`config.mk`:
```
export PLATFORM = sky130hd
export DESIGN_NAME = uart_key_input_flat
export DESIGN_NICKNAME = d
export VERILOG_FILES = /design/src/rtl/uart_key_input_if.sv /design/src/rtl/uart_key_input.sv /design/src/flat_wrapper.sv
export SDC_FILE = /design/constraint.sdc
export NUM_CORES = 1
export LEC_CHECK = 0
export ABC_AREA = 1
export CAP_MARGIN = 20
export CELL_PAD_IN_SITES_DETAIL_PLACEMENT = 1
export CELL_PAD_IN_SITES_GLOBAL_PLACEMENT = 1
export CORE_MARGIN = 2
export CORE_UTILIZATION = 28
export CTS_BUF_LIST = sky130_fd_sc_hd__clkbuf_8
export DETAILED_ROUTE_END_ITERATION = 6
export GPL_ROUTABILITY_DRIVEN = 0
export PLACE_DENSITY_LB_ADDON = 0.1
export SETUP_SLACK_MARGIN = 0.1
export SYNTH_ARGS = -nofsm -noshare
export SYNTH_HDL_FRONTEND = slang
export SYNTH_SLANG_ARGS = --single-unit
```
`constraint.sdc`:
```
create_clock -name clk -period 3.55 [get_ports clk]
set_clock_uncertainty 0.1 [all_clocks]
set_input_delay 0.5325 -clock clk [delete_from_list [all_inputs] [get_ports clk]]
set_output_delay 0.5325 -clock clk [all_outputs]
set_load 0.05 [all_outputs]
```
`src/rtl/uart_key_input_if.sv`:
```
// Serial line in, decoded key pulses and framing-error pulse out.
// The master side is the receiver; the slave side is the game FSM or bench.
interface uart_key_if;
  logic rx_in;
  logic up;
  logic down;
  logic left;
  logic right;
  logic enter;
  logic space;
  logic frame_err;

  modport master (
    input  rx_in,
    output up, down, left, right, enter, space, frame_err
  );

  modport slave (
    output rx_in,
    input  up, down, left, right, enter, space, frame_err
  );
endinterface

```
`src/rtl/uart_key_input.sv`:
```
// 8N1 UART receiver plus key decoder for the Tic-Tac-Toe controller.
// Handles CR/LF collapsing, ANSI arrow escapes with timeout and optional WASD keys.
module uart_key_input #(
  parameter int unsigned CLK_HZ      = 100_000_000,
  parameter int unsigned BAUD        = 115200,
  parameter int unsigned OVERSAMPLE  = 16,
  parameter int unsigned ESC_TIMEOUT = 1_000_000,
  parameter bit          WASD_EN     = 1'b1
) (
  input logic        clk,
  input logic        reset,
  uart_key_if.master key_if
);
  localparam int unsigned DivRaw = CLK_HZ / (BAUD * OVERSAMPLE);
  localparam int unsigned Div    = (DivRaw < 1) ? 1 : DivRaw;
  localparam int unsigned DivW   = (Div > 1) ? $clog2(Div) : 1;
  localparam int unsigned OsW    = $clog2(OVERSAMPLE);
  localparam int unsigned ToW    = (ESC_TIMEOUT > 1) ? $clog2(ESC_TIMEOUT) : 1;

  localparam int unsigned KUp = 0, KDown = 1, KLeft = 2, KRight = 3, KEnter = 4, KSpace = 5;

  typedef enum logic [1:0] {RIdle, RStart, RData, RStop} rx_state_e;
  typedef enum logic [1:0] {DIdle, DEsc, DCsi} dec_state_e;

  logic [DivW-1:0] div_cnt_q, div_cnt_d;
  logic            tick;
  logic            sync1_q, rxs;
  rx_state_e       rx_state_q, rx_state_d;
  logic [OsW-1:0]  os_cnt_q, os_cnt_d;
  logic [2:0]      bit_cnt_q, bit_cnt_d;
  logic [7:0]      rx_byte, shift_d;
  logic            byte_valid_q, byte_valid_d;
  logic            frame_err_q, frame_err_d;
  dec_state_e      dec_q, dec_d;
  logic [ToW-1:0]  to_cnt_q, to_cnt_d;
  logic            cr_q, cr_d;
  logic [5:0]      key_q, key_d;

  always_ff @(posedge clk) begin
    if (reset) begin
      div_cnt_q    <= '0;
      sync1_q      <= 1'b1;
      rxs          <= 1'b1;
      rx_state_q   <= RIdle;
      os_cnt_q     <= '0;
      bit_cnt_q    <= '0;
      rx_byte      <= '0;
      byte_valid_q <= 1'b0;
      frame_err_q  <= 1'b0;
      dec_q        <= DIdle;
      to_cnt_q     <= '0;
      cr_q         <= 1'b0;
      key_q        <= '0;
    end else begin
      div_cnt_q    <= div_cnt_d;
      sync1_q      <= key_if.rx_in;
      rxs          <= sync1_q;
      rx_state_q   <= rx_state_d;
      os_cnt_q     <= os_cnt_d;
      bit_cnt_q    <= bit_cnt_d;
      rx_byte      <= shift_d;
      byte_valid_q <= byte_valid_d;
      frame_err_q  <= frame_err_d;
      dec_q        <= dec_d;
      to_cnt_q     <= to_cnt_d;
      cr_q         <= cr_d;
      key_q        <= key_d;
    end
  end

  always_comb begin
    tick      = (div_cnt_q == DivW'(Div - 1));
    div_cnt_d = tick ? '0 : div_cnt_q + 1'b1;
  end

  // Receiver: start-bit centre after half a bit, then one sample per bit.
  always_comb begin
    rx_state_d   = rx_state_q;
    os_cnt_d     = os_cnt_q;
    bit_cnt_d    = bit_cnt_q;
    shift_d      = rx_byte;
    byte_valid_d = 1'b0;
    frame_err_d  = 1'b0;
    unique case (rx_state_q)
      RIdle: begin
        if (!rxs) begin
          os_cnt_d   = '0;
          rx_state_d = RStart;
        end
      end
      RStart: begin
        if (tick) begin
          if (os_cnt_q == OsW'(OVERSAMPLE / 2 - 1)) begin
            os_cnt_d   = '0;
            bit_cnt_d  = '0;
            rx_state_d = rxs ? RIdle : RData;
          end else begin
            os_cnt_d = os_cnt_q + 1'b1;
          end
        end
      end
      RData: begin
        if (tick) begin
          if (os_cnt_q == OsW'(OVERSAMPLE - 1)) begin
            os_cnt_d = '0;
            shift_d  = {rxs, rx_byte[7:1]};
            if (bit_cnt_q == 3'd7) rx_state_d = RStop;
            else                   bit_cnt_d  = bit_cnt_q + 1'b1;
          end else begin
            os_cnt_d = os_cnt_q + 1'b1;
          end
        end
      end
      RStop: begin
        if (tick) begin
          if (os_cnt_q == OsW'(OVERSAMPLE - 1)) begin
            os_cnt_d     = '0;
            rx_state_d   = RIdle;
            byte_valid_d = rxs;
            frame_err_d  = !rxs;
          end else begin
            os_cnt_d = os_cnt_q + 1'b1;
          end
        end
      end
      default: rx_state_d = RIdle;
    endcase
  end

  // Decoder: a byte arriving in the timeout cycle is still handled in the escape state.
  always_comb begin
    dec_d    = dec_q;
    to_cnt_d = to_cnt_q;
    cr_d     = cr_q;
    key_d    = '0;
    if (byte_valid_q) begin
      cr_d     = (rx_byte == 8'h0D);
      to_cnt_d = '0;
      unique case (dec_q)
        DIdle: begin
          case (rx_byte)
            8'h0D:        key_d[KEnter]  = 1'b1;
            8'h0A:        key_d[KEnter]  = !cr_q;
            8'h20:        key_d[KSpace]  = 1'b1;
            8'h77, 8'h57: key_d[KUp]     = WASD_EN;
            8'h73, 8'h53: key_d[KDown]   = WASD_EN;
            8'h61, 8'h41: key_d[KLeft]   = WASD_EN;
            8'h64, 8'h44: key_d[KRight]  = WASD_EN;
            8'h1B:        dec_d          = DEsc;
            default:      ;
          endcase
        end
        DEsc: dec_d = (rx_byte == 8'h5B) ? DCsi : DIdle;
        DCsi: begin
          dec_d = DIdle;
          case (rx_byte)
            8'h41:   key_d[KUp]    = 1'b1;
            8'h42:   key_d[KDown]  = 1'b1;
            8'h43:   key_d[KRight] = 1'b1;
            8'h44:   key_d[KLeft]  = 1'b1;
            default: ;
          endcase
        end
        default: dec_d = DIdle;
      endcase
    end else if (dec_q != DIdle) begin
      if (to_cnt_q == ToW'(ESC_TIMEOUT - 1)) begin
        dec_d    = DIdle;
        to_cnt_d = '0;
      end else begin
        to_cnt_d = to_cnt_q + 1'b1;
      end
    end
  end

  assign key_if.up        = key_q[KUp];
  assign key_if.down      = key_q[KDown];
  assign key_if.left      = key_q[KLeft];
  assign key_if.right     = key_q[KRight];
  assign key_if.enter     = key_q[KEnter];
  assign key_if.space     = key_q[KSpace];
  assign key_if.frame_err = frame_err_q;
endmodule

```
`src/flat_wrapper.sv`:
```
// flat-port wrapper written by rule: the top's interface ports become plain ports
module uart_key_input_flat 
#(
  parameter int unsigned CLK_HZ      = 100_000_000,
  parameter int unsigned BAUD        = 115200,
  parameter int unsigned OVERSAMPLE  = 16,
  parameter int unsigned ESC_TIMEOUT = 1_000_000,
  parameter bit          WASD_EN     = 1'b1
)
  (clk, reset, key_if_rx_in, key_if_up, key_if_down, key_if_left, key_if_right, key_if_enter, key_if_space, key_if_frame_err);
  uart_key_if key_if_i ();
  input logic clk;
  input logic reset;
  input wire logic [$bits(key_if_i.rx_in)-1:0] key_if_rx_in;
  output wire logic [$bits(key_if_i.up)-1:0] key_if_up;
  output wire logic [$bits(key_if_i.down)-1:0] key_if_down;
  output wire logic [$bits(key_if_i.left)-1:0] key_if_left;
  output wire logic [$bits(key_if_i.right)-1:0] key_if_right;
  output wire logic [$bits(key_if_i.enter)-1:0] key_if_enter;
  output wire logic [$bits(key_if_i.space)-1:0] key_if_space;
  output wire logic [$bits(key_if_i.frame_err)-1:0] key_if_frame_err;
  assign key_if_i.rx_in = key_if_rx_in;
  assign key_if_up = key_if_i.up;
  assign key_if_down = key_if_i.down;
  assign key_if_left = key_if_i.left;
  assign key_if_right = key_if_i.right;
  assign key_if_enter = key_if_i.enter;
  assign key_if_space = key_if_i.space;
  assign key_if_frame_err = key_if_i.frame_err;
  uart_key_input #(.CLK_HZ(CLK_HZ), .BAUD(BAUD), .OVERSAMPLE(OVERSAMPLE), .ESC_TIMEOUT(ESC_TIMEOUT), .WASD_EN(WASD_EN)) u_core (.clk(clk), .reset(reset), .key_if(key_if_i));
endmodule
```
# --- Word level (Yosys, flattened, before mapping) ---
# Index checks and enable logic that the tools add are counted.
op_classes:
  reduce_logical: 23
  n_eq_ne: 36
  muxes: 40
  n_bitwise: 5
  add_sub_neg: 4
op_table:
  columns: ["cell", "count"]
  rows:
  - ["$eq 8x7->1 const B", 11]
  - ["$mux 2", 14]
  - ["$add 20x1->20 const B", 1]
  - ["$eq 20x20->1 const B", 1]
  - ["$mux 20", 1]
  - ["$mux 4", 5]
  - ["$eq 8x4->1 const B", 2]
  - ["$ne 2x1->1 const B", 8]
  - ["$reduce_or 2->1", 8]
  - ["$mux 3", 5]
  - ["$pmux 4 s3", 1]
  - ["$mux 1", 9]
  - ["$reduce_and 3->1", 3]
  - ["$eq 8x5->1 const B", 1]
  - ["$eq 8x6->1 const B", 1]
  - ["$pmux 2 s4", 1]
  - ["$pmux 4 s2", 1]
  - ["$reduce_and 8->1", 1]
  - ["$reduce_bool 2->1", 4]
  - ["$add 6x1->6 const B", 1]
  - ["$eq 2x2->1 const B", 3]
  - ["$eq 6x6->1 const B", 1]
  - ["$pmux 3 s2", 1]
  - ["$reduce_and 6->1", 1]
  - ["other kinds (15)", 23]
word_totals:
  regBits: 56
  output_inout_bits: 7
  in_bits: 3
  wordCells: 122

# --- Depth between registers and ports, before layout ---
# Gate-level depths: netlist of the first run.
depth:
  depth_word: 5
  ltp_mapped: 10
  depth_no_buf: 10

# --- Least setup slack after synthesis of the first run ---
# Ideal clock, no wire load.
synth_path:
  path_type: "register to register"
  start: "register u_core.div_cnt_q[0]"
  end: "register u_core.rx_byte[6]"
  path_buffers: 1
  t_arrival_ns: 1.288
  setup_time_ns: 0.119
  required_time_ns: 3.331
  period_less_slack_ns: 1.507
  stages_incl_launch_ff: 10
  path_slack_ns: 2.043
  cell_sequence: "dfxtp_1 > ha_1 > nand3_1 > nor2_2 > nand2_1 > inv_1 > nand2_2 > buf_2 > o21ai_0 > a21oi_1"
synth_between:
  elab_chain_cells: 2
synth_lines:
  columns: ["item", "line_no", "rtl"]
  rows:
  - ["start: declaration", "uart_key_input.sv:25", "logic [DivW-1:0] div_cnt_q, div_cnt_d;"]
  - ["start signal: assignment", "uart_key_input.sv:55", "div_cnt_q <= div_cnt_d;"]
  - ["$eq 6x6->1", "uart_key_input.sv:72", "tick = (div_cnt_q == DivW'(Div - 1));"]
  - ["$reduce_and 3->1 (no source line)", null, null]
  - ["end signal: assignment", "uart_key_input.sv:61", "rx_byte <= shift_d;"]
  - ["end: declaration", "uart_key_input.sv:31", "logic [7:0] rx_byte, shift_d;"]
# No other way between the ends.
# A chain may end at the register's enable or synchronous reset.

# --- Worst setup path in the final report of the first run ---
layout_path:
  start: "input reset"
  end: "register u_core.key_q[3]"
layout_between:
  elab_chain_cells: 1
layout_lines:
  columns: ["item", "line_no", "rtl"]
  rows:
  - ["start: declaration", "flat_wrapper.sv:13", "input logic reset;"]
  - ["$reduce_or 2->1 (no source line)", null, null]
  - ["end signal: assignment", "uart_key_input.sv:67", "key_q <= key_d;"]
  - ["end: declaration", "uart_key_input.sv:37", "logic [5:0] key_q, key_d;"]
# No other way between the ends.

==> metrics.txt, run 1 <==
number of warnings printed during yosys synthesis=0; total length of routed wires=6560 µm; P&R area growth vs syn=12.9%; Tot GR Track Use=13.4%; area of the mapped netlist=0.00275 mm²; initial cell density of the core=28.5%; Fin Setup TNS=0 ns; cts-stage hold buffer count=0; number of DRC violations after detailed routing=0; pre-CTS WS=1.05 ns; Slew @ Worst Pin=0.751 ns; final max-slew violation count=0; CP Max Fanout=16; area taken by flip-flops and latches=0.00112 mm²; maximum number of pins on one net before global-route repair=18; DRC marker count from the first detailed-route iteration=42; ratio of total power to cell area=372 mW/mm²; PostCTS Resize Cnt=0; Static Leak=1.23 nW; vias in the first global route=2426; post-route design area=0.00310 mm²; Arr. time, crit path=2.27 ns; dpl hpwl=5110 µm; clk sinks=56; TritonCTS clock tree=yes; r2r startpoint=u_core.dec_q[0]; flip-flop and latch count after synthesis=56; remaining global-route overflow=0; clock insertion delay at the later pin of the skew report=0.32 ns; commonest register cell after synthesis=dfxtp_1; filler cell count=1244; Worst Hold Depth=1; Gate Count Post-Synth=394; number of buffers created by CTS=5; Post-Syn Area per Cell=6.97 µm²; area of combinational cells with multiple inputs=0.00138 mm²; number of violations of the max-capacitance limit=0; share of the cycle needed by the critical path after routing=59.8%; number of rows in the core area=36; number of synthesized flops with an enable pin=0; clock period minus worst slack=2.12 ns; net count reported at finish=415; Net Count, Synth=403; detailed-route via count=2438; antenna diode count=0; Post-CTS Repair Setup Buffers=0; placed instance count=532; Die Wd=103 µm; clock input transition at the sequential cells of the worst setup and hold paths=0.11 ns; Crit Path Class=in -> reg; worst min-delay path class=reg -> reg; fraction of synthesis flops using an asynchronous set or reset pin=0%; number of endpoints with negative hold slack in the final report=0; Final setup violation count=0; drt via density=4.51; Layout Cells excl Fill=540; ratio of cells with drive above 1 in the final layout=6.88%; source of the worst hold timing path=u_core.sync1_q; critical path endpoint category=flop; most frequent standard cell in the layout excluding fill and tap cells=nand2_1; H-tree lvl count=2; result of the run=complete, no violations; commonest non-fill, non-tap cells in the layout=nand2_1 (77), nor2_1 (62), inv_1 (58); global-route wire length before repair=11300 µm; Max-Slew Margin vs Limit=49.4%; capture instance of the worst register-to-register path=u_core.to_cnt_q[13]; Max IR drop VDD=0.000148 V; Distinct cells, synth=32; final setup slack of the worst path=1.43 ns; drt first pass iters=4; Final Power=1.15 mW; R2R Setup Slk=1.70 ns; clock tree root buffer cell=clkbuf_8; unrepaired setup endpoints after global routing=false; Worst setup SP type=input port; number of buffers on the longest clock path=2; maximum clock frequency=471 MHz; die footprint=0.0106 mm²; sequential share of the synthesized area=40.8%; per-cell routed wire length=12.1 µm; antenna violations before repair=0; buffers added on ports=9; core outline area=0.00964 mm²; Top-Level Pins=10; height of the die=103 µm; Post-DP Area=0.00298 mm²; path depth of the worst reg2reg path=9; sink of the worst hold path=u_core.rxs; Worst Path Required=3.70 ns; number of nets with antenna violations after detailed routing=0
==> layer usage <==
metal  vias to the layer above  share of wire (%)  track usage, %
met5                         -                  0               0
li1                       1283                  -               -
met2                        14                 48            22.9
met3                         8                1.7            2.24
met1                      1133                 49            17.3
met4                         0                1.3            3.74
==> worst max-delay path, cell delays in order <==
cell	delay [ns]
clkdlybuf4s50_1	0.63
inv_1	0.48
nand2_1	0.20
or2_2	0.32
a21oi_1	0.11
==> how the worst max path moves through the flow <==
stage	startpoint	slack, ns	cells after the start	to
after detailed placement	reset	1.05	5	u_core.key_q[3]
after floorplan	u_core.div_cnt_q[0]	2.04	9	u_core.rx_byte[6]
final	reset	1.43	5	u_core.key_q[3]
after global placement	reset	1.09	5	u_core.key_q[3]
after CTS	reset	1.39	5	u_core.key_q[3]
after global routing	reset	1.21	5	u_core.key_q[3]
==> registers in the layout (all words and copies together), names as in the netlist, 2 cells and up, named ones only <==
signal            flops
u_core.bit_cnt_q      3
u_core.dec_q          2
u_core.div_cnt_q      6
u_core.key_q          6
u_core.os_cnt_q       4
u_core.rx_byte        8
u_core.to_cnt_q      20
==> final cells by class <==
class / instances / share of cell area, %
clock inverter: 2 / 1.25
tap: 133 / 5.37
clock buffer: 6 / 2.66
sequential: 56 / 36.2
inverter: 59 / 7.30
multi-input combinational: 275 / 44.4
timing repair buffer: 9 / 2.91
==> power breakdown <==
group          switching, mW  total (mW)  leakage (nW)  internal (mW)
registers            0.00780       0.644         0.452          0.636
logic                 0.0404      0.0591         0.720         0.0187
clock network          0.219       0.451        0.0614          0.231
==> synthesized netlist by cell type (2+ instances only) <==
| cell | count | share of area [%] |
|---|---|---|
| inv_1 | 58 | 7.9 |
| nand2_1 | 77 | 11 |
| nor2_4 | 2 | 0.82 |
| xor2_1 | 7 | 2.2 |
| a21oi_1 | 24 | 4.4 |
| or2_2 | 3 | 0.68 |
| ha_1 | 6 | 2.7 |
| and3_1 | 2 | 0.46 |
| nand2_2 | 5 | 1.1 |
| dfxtp_1 | 56 | 41 |
| o21ai_0 | 16 | 2.9 |
| nor2_1 | 62 | 8.5 |
| nor4_1 | 2 | 0.46 |
| nand4_1 | 13 | 3.0 |
| clkbuf_1 | 2 | 0.27 |
| nor3b_1 | 3 | 0.82 |
| nor3_2 | 2 | 0.73 |
| nor2_2 | 4 | 0.91 |
| nand3_1 | 26 | 4.7 |
| nor3_1 | 12 | 2.2 |
==> stage by stage <==
step | utilization [%] | hold slack, ns
floorplan | - | 0.289
global placement | 30.9 | 0.295
detailed placement | 30.9 | 0.300
CTS | 32.2 | 0.337
global route | 32.2 | 0.350
finish | 32.2 | 0.329
==> kinds of logic (layout without fill, tap and decap cells) <==
kind of cell | Yosys count | after routing | share of synthesized area, %
AO/OA/AOI/OAI | 44 | 44 | 8.38
XOR/XNOR | 8 | 8 | 2.55
adder cells (fa/ha/maj) | 6 | 6 | 2.73
buffers and inverters | 63 | 76 | 9.11
flip-flops | 56 | 56 | 40.8
AND/OR/NAND/NOR | 217 | 217 | 36.4
Note: power is estimated with default switching activity, not from simulation.
==> run 2: changes to the inputs <==
Clock period 3.55 ns to 1.7 ns, I/O delays scaled along.
==> run 2 against run 1 <==
Against the previous run:
- utilization up 2.6 points
- via count is 4.0% higher
- critical path depth grew 3
- sequential cell count stayed put
- clock power up 65%
- global-route usage increased by 0.27 points
- critical endpoint is now u_core.to_cnt_q[10]
==> metrics.txt, run 2 (synthesized netlist as in run 1, its figures left out) <==
registers with the most flip-flops=u_core.to_cnt_q: 20 flops, u_core.rx_byte: 8 flops (unchanged); drt first pass iters=5 (was 4); Arr. time, crit path=1.65 ns (was 2.27 ns); total length of routed wires=6790 µm (was 6560 µm); commonest non-fill, non-tap cells in the layout=nand2_1 (72), nor2_1 (56), inv_1 (54) (was nand2_1 (77), nor2_1 (62), inv_1 (58)); per-cell routed wire length=12.1 µm (about the same); global-route wire length before repair=11800 µm (was 11300 µm); peak per-stage delay on the critical path=0.34 ns (was 0.63 ns); CP Max Fanout=6 (was 16); final setup slack of the worst path=0.185 ns (was 1.43 ns); cell occurring most often along the worst timing path=buf_4; highest routed metal layer=met4 (unchanged); number of buffers created by CTS=5 (unchanged); dpl hpwl=5170 µm (was 5110 µm); clock period minus worst slack=1.51 ns; sequential group share of total power=59.5% (was 55.8%); ratio of cells with drive above 1 in the final layout=21.6% (was 6.88%); number of flip-flops under the largest register name=20 (unchanged); Worst Path Required=1.84 ns (was 3.70 ns); detailed-route via count=2535 (was 2438); net count reported at finish=435 (was 415); P&R area growth vs syn=22.0% (was 12.9%); post-route design area=0.00335 mm² (was 0.00310 mm²); TritonCTS clock tree=yes (unchanged); ordered cell list for the critical path=ha_1 > buf_4 > nand2_2 > nor2_1 > nand3_2 > nand2_4 > buf_4 > nor3_2 (was clkdlybuf4s50_1 > inv_1 > nand2_1 > or2_2 > a21oi_1); unrepaired setup endpoints after global routing=false (unchanged); Detail Route met2 WL=3310 µm (was 3170 µm); antenna violations before repair=0 (unchanged); result of the run=complete, no violations (unchanged); ratio of total power to cell area=675 mW/mm² (was 372 mW/mm²); clock tree root buffer cell=clkbuf_8 (unchanged); cts-stage hold buffer count=0 (unchanged); vias in the first global route=2530 (was 2426); path depth of the worst reg2reg path=8 (was 9); cell-internal power=1.68 mW (was 0.886 mW); pre-CTS WS=0.0149 ns (was 1.05 ns); die footprint=0.0106 mm² (unchanged); most frequent standard cell in the layout excluding fill and tap cells=nand2_1 (unchanged); Fin Setup TNS=0 ns (unchanged); number of buffers on the longest clock path=2 (unchanged); core outline area=0.00964 mm² (unchanged); post-layout util=34.8% (was 32.2%); critical path endpoint category=flop (unchanged); number of rows in the core area=36 (unchanged); clock input transition at the sequential cells of the worst setup and hold paths=0.11 ns (about the same); register with the most flip-flops=u_core.to_cnt_q (unchanged); drt via density=4.53 (was 4.51); Final setup violation count=0 (unchanged); number of violations of the max-capacitance limit=0 (unchanged); DRC marker count from the first detailed-route iteration=21 (was 42); Slew @ Worst Pin=0.317 ns (was 0.751 ns); antenna diode count=0 (unchanged); initial cell density of the core=28.5% (unchanged); maximum clock frequency=660 MHz; H-tree lvl count=2 (unchanged); worst min-delay path class=reg -> reg (unchanged); switching power as a share of total power=25.8% (was 23.2%); Post-DP Area=0.00307 mm² (was 0.00298 mm²); final max-slew violation count=0 (unchanged); Layout Cells excl Fill=559 (was 540); critical path's slowest cell=dfxtp_2 (was clkdlybuf4s50_1); met3 WL post-DR=88 µm (was 109 µm); clk sinks=56 (unchanged); clock insertion delay at the later pin of the skew report=0.31 ns (was 0.32 ns); share of the cycle needed by the critical path after routing=89.1%; Worst setup SP type=flop (was input port); logic gate share of total power=7.6% (was 5.1%); Tot GR Track Use=13.7% (was 13.4%); Die Wd=103 µm (unchanged); placed instance count=547 (was 532); remaining global-route overflow=0 (unchanged); Crit Path Class=reg -> reg (was in -> reg); height of the die=103 µm (unchanged); buffers added on ports=9 (unchanged); Top-Level Pins=10 (unchanged); met1 WL=3340 µm (was 3190 µm); Max-Slew Margin vs Limit=78.7% (was 49.4%); maximum number of pins on one net before global-route repair=17 (was 18); part of the power in the clock network=32.9% (was 39.1%); switching power of the nets=0.582 mW (was 0.267 mW); Worst Hold Depth=1 (unchanged); Static Leak=1.37 nW (was 1.23 nW); number of endpoints with negative hold slack in the final report=0 (unchanged); Max IR drop VDD=0.000298 V (was 0.000148 V); number of DRC violations after detailed routing=0 (unchanged); Final Power=2.26 mW (was 1.15 mW); Hold WS=0.323 ns (was 0.329 ns); number of nets with antenna violations after detailed routing=0 (unchanged)
run 2: changes by cell type in the layout (fill, tap and decap cells not counted), moves of 5 or more:
| cell | previous run | this run |
|---|---|---|
| nor2_4 | 2 | 7 |
| o21ai_0 | 16 | 5 |
| dfxtp_1 | 56 | 44 |
| nand2_1 | 77 | 72 |
| o21ai_1 | 0 | 7 |
| buf_4 | 0 | 27 |
| clkdlybuf4s50_1 | 9 | 2 |
| dfxtp_2 | 0 | 12 |
| nor2_1 | 62 | 56 |
run 2: layout make-up:
class | instances | area [µm²]
Multi-Input combinational cell | 275 | 1520
Timing Repair Buffer | 29 | 223
Clock buffer | 5 | 68.8
Clock inverter | 2 | 12.5
Fill cell | 1244 | 6290
Sequential cell | 56 | 1140
Tap cell | 133 | 166
Inverter | 59 | 226
run 2: what timing repair did:
item | CTS | global route
endpoints found under the hold margin | 0 | 0
buffers inserted | 1 | 4
gates resized for setup | 8 | 52
setup endpoints to repair | 25 | 31
pin swaps | 2 | 14
run 2: critical path, delay by kind of cell (launching register included):
family	cells	cell delay, ns
AND/OR/NAND/NOR	5	0.49
flip-flops	1	0.34
buffers and inverters	2	0.31
adder cells (fa/ha/maj)	1	0.20
run 2: power groups by stage:
stage	Sequential, mW	Clock [mW]	Combinational [mW]
finish	1.34	0.744	0.172
global route	1.35	0.828	0.199
CTS	1.34	0.791	0.146
detailed placement	1.37	0	0.143
global placement	1.37	0	0.142
floorplan	1.37	0	0.0954
run 2: worst paths after layout:
| path | from | endpoint | slack (ns) |
|---|---|---|---|
| worst max-delay path | u_core.to_cnt_q[0] | u_core.to_cnt_q[10] | 0.19 |
| worst min-delay path | u_core.sync1_q | u_core.rxs | 0.32 |
| worst max register to register | u_core.to_cnt_q[0] | u_core.to_cnt_q[10] | 0.19 |
| worst min register to register | u_core.sync1_q | u_core.rxs | 0.32 |
run 2: per-layer routing:
layer | GRT usage [%] | vias to the layer above
met1 | 18.3 | 1190
met5 | 0 | -
li1 | - | 1331
met2 | 23.2 | 9
met4 | 2.73 | 0
met3 | 2.24 | 5
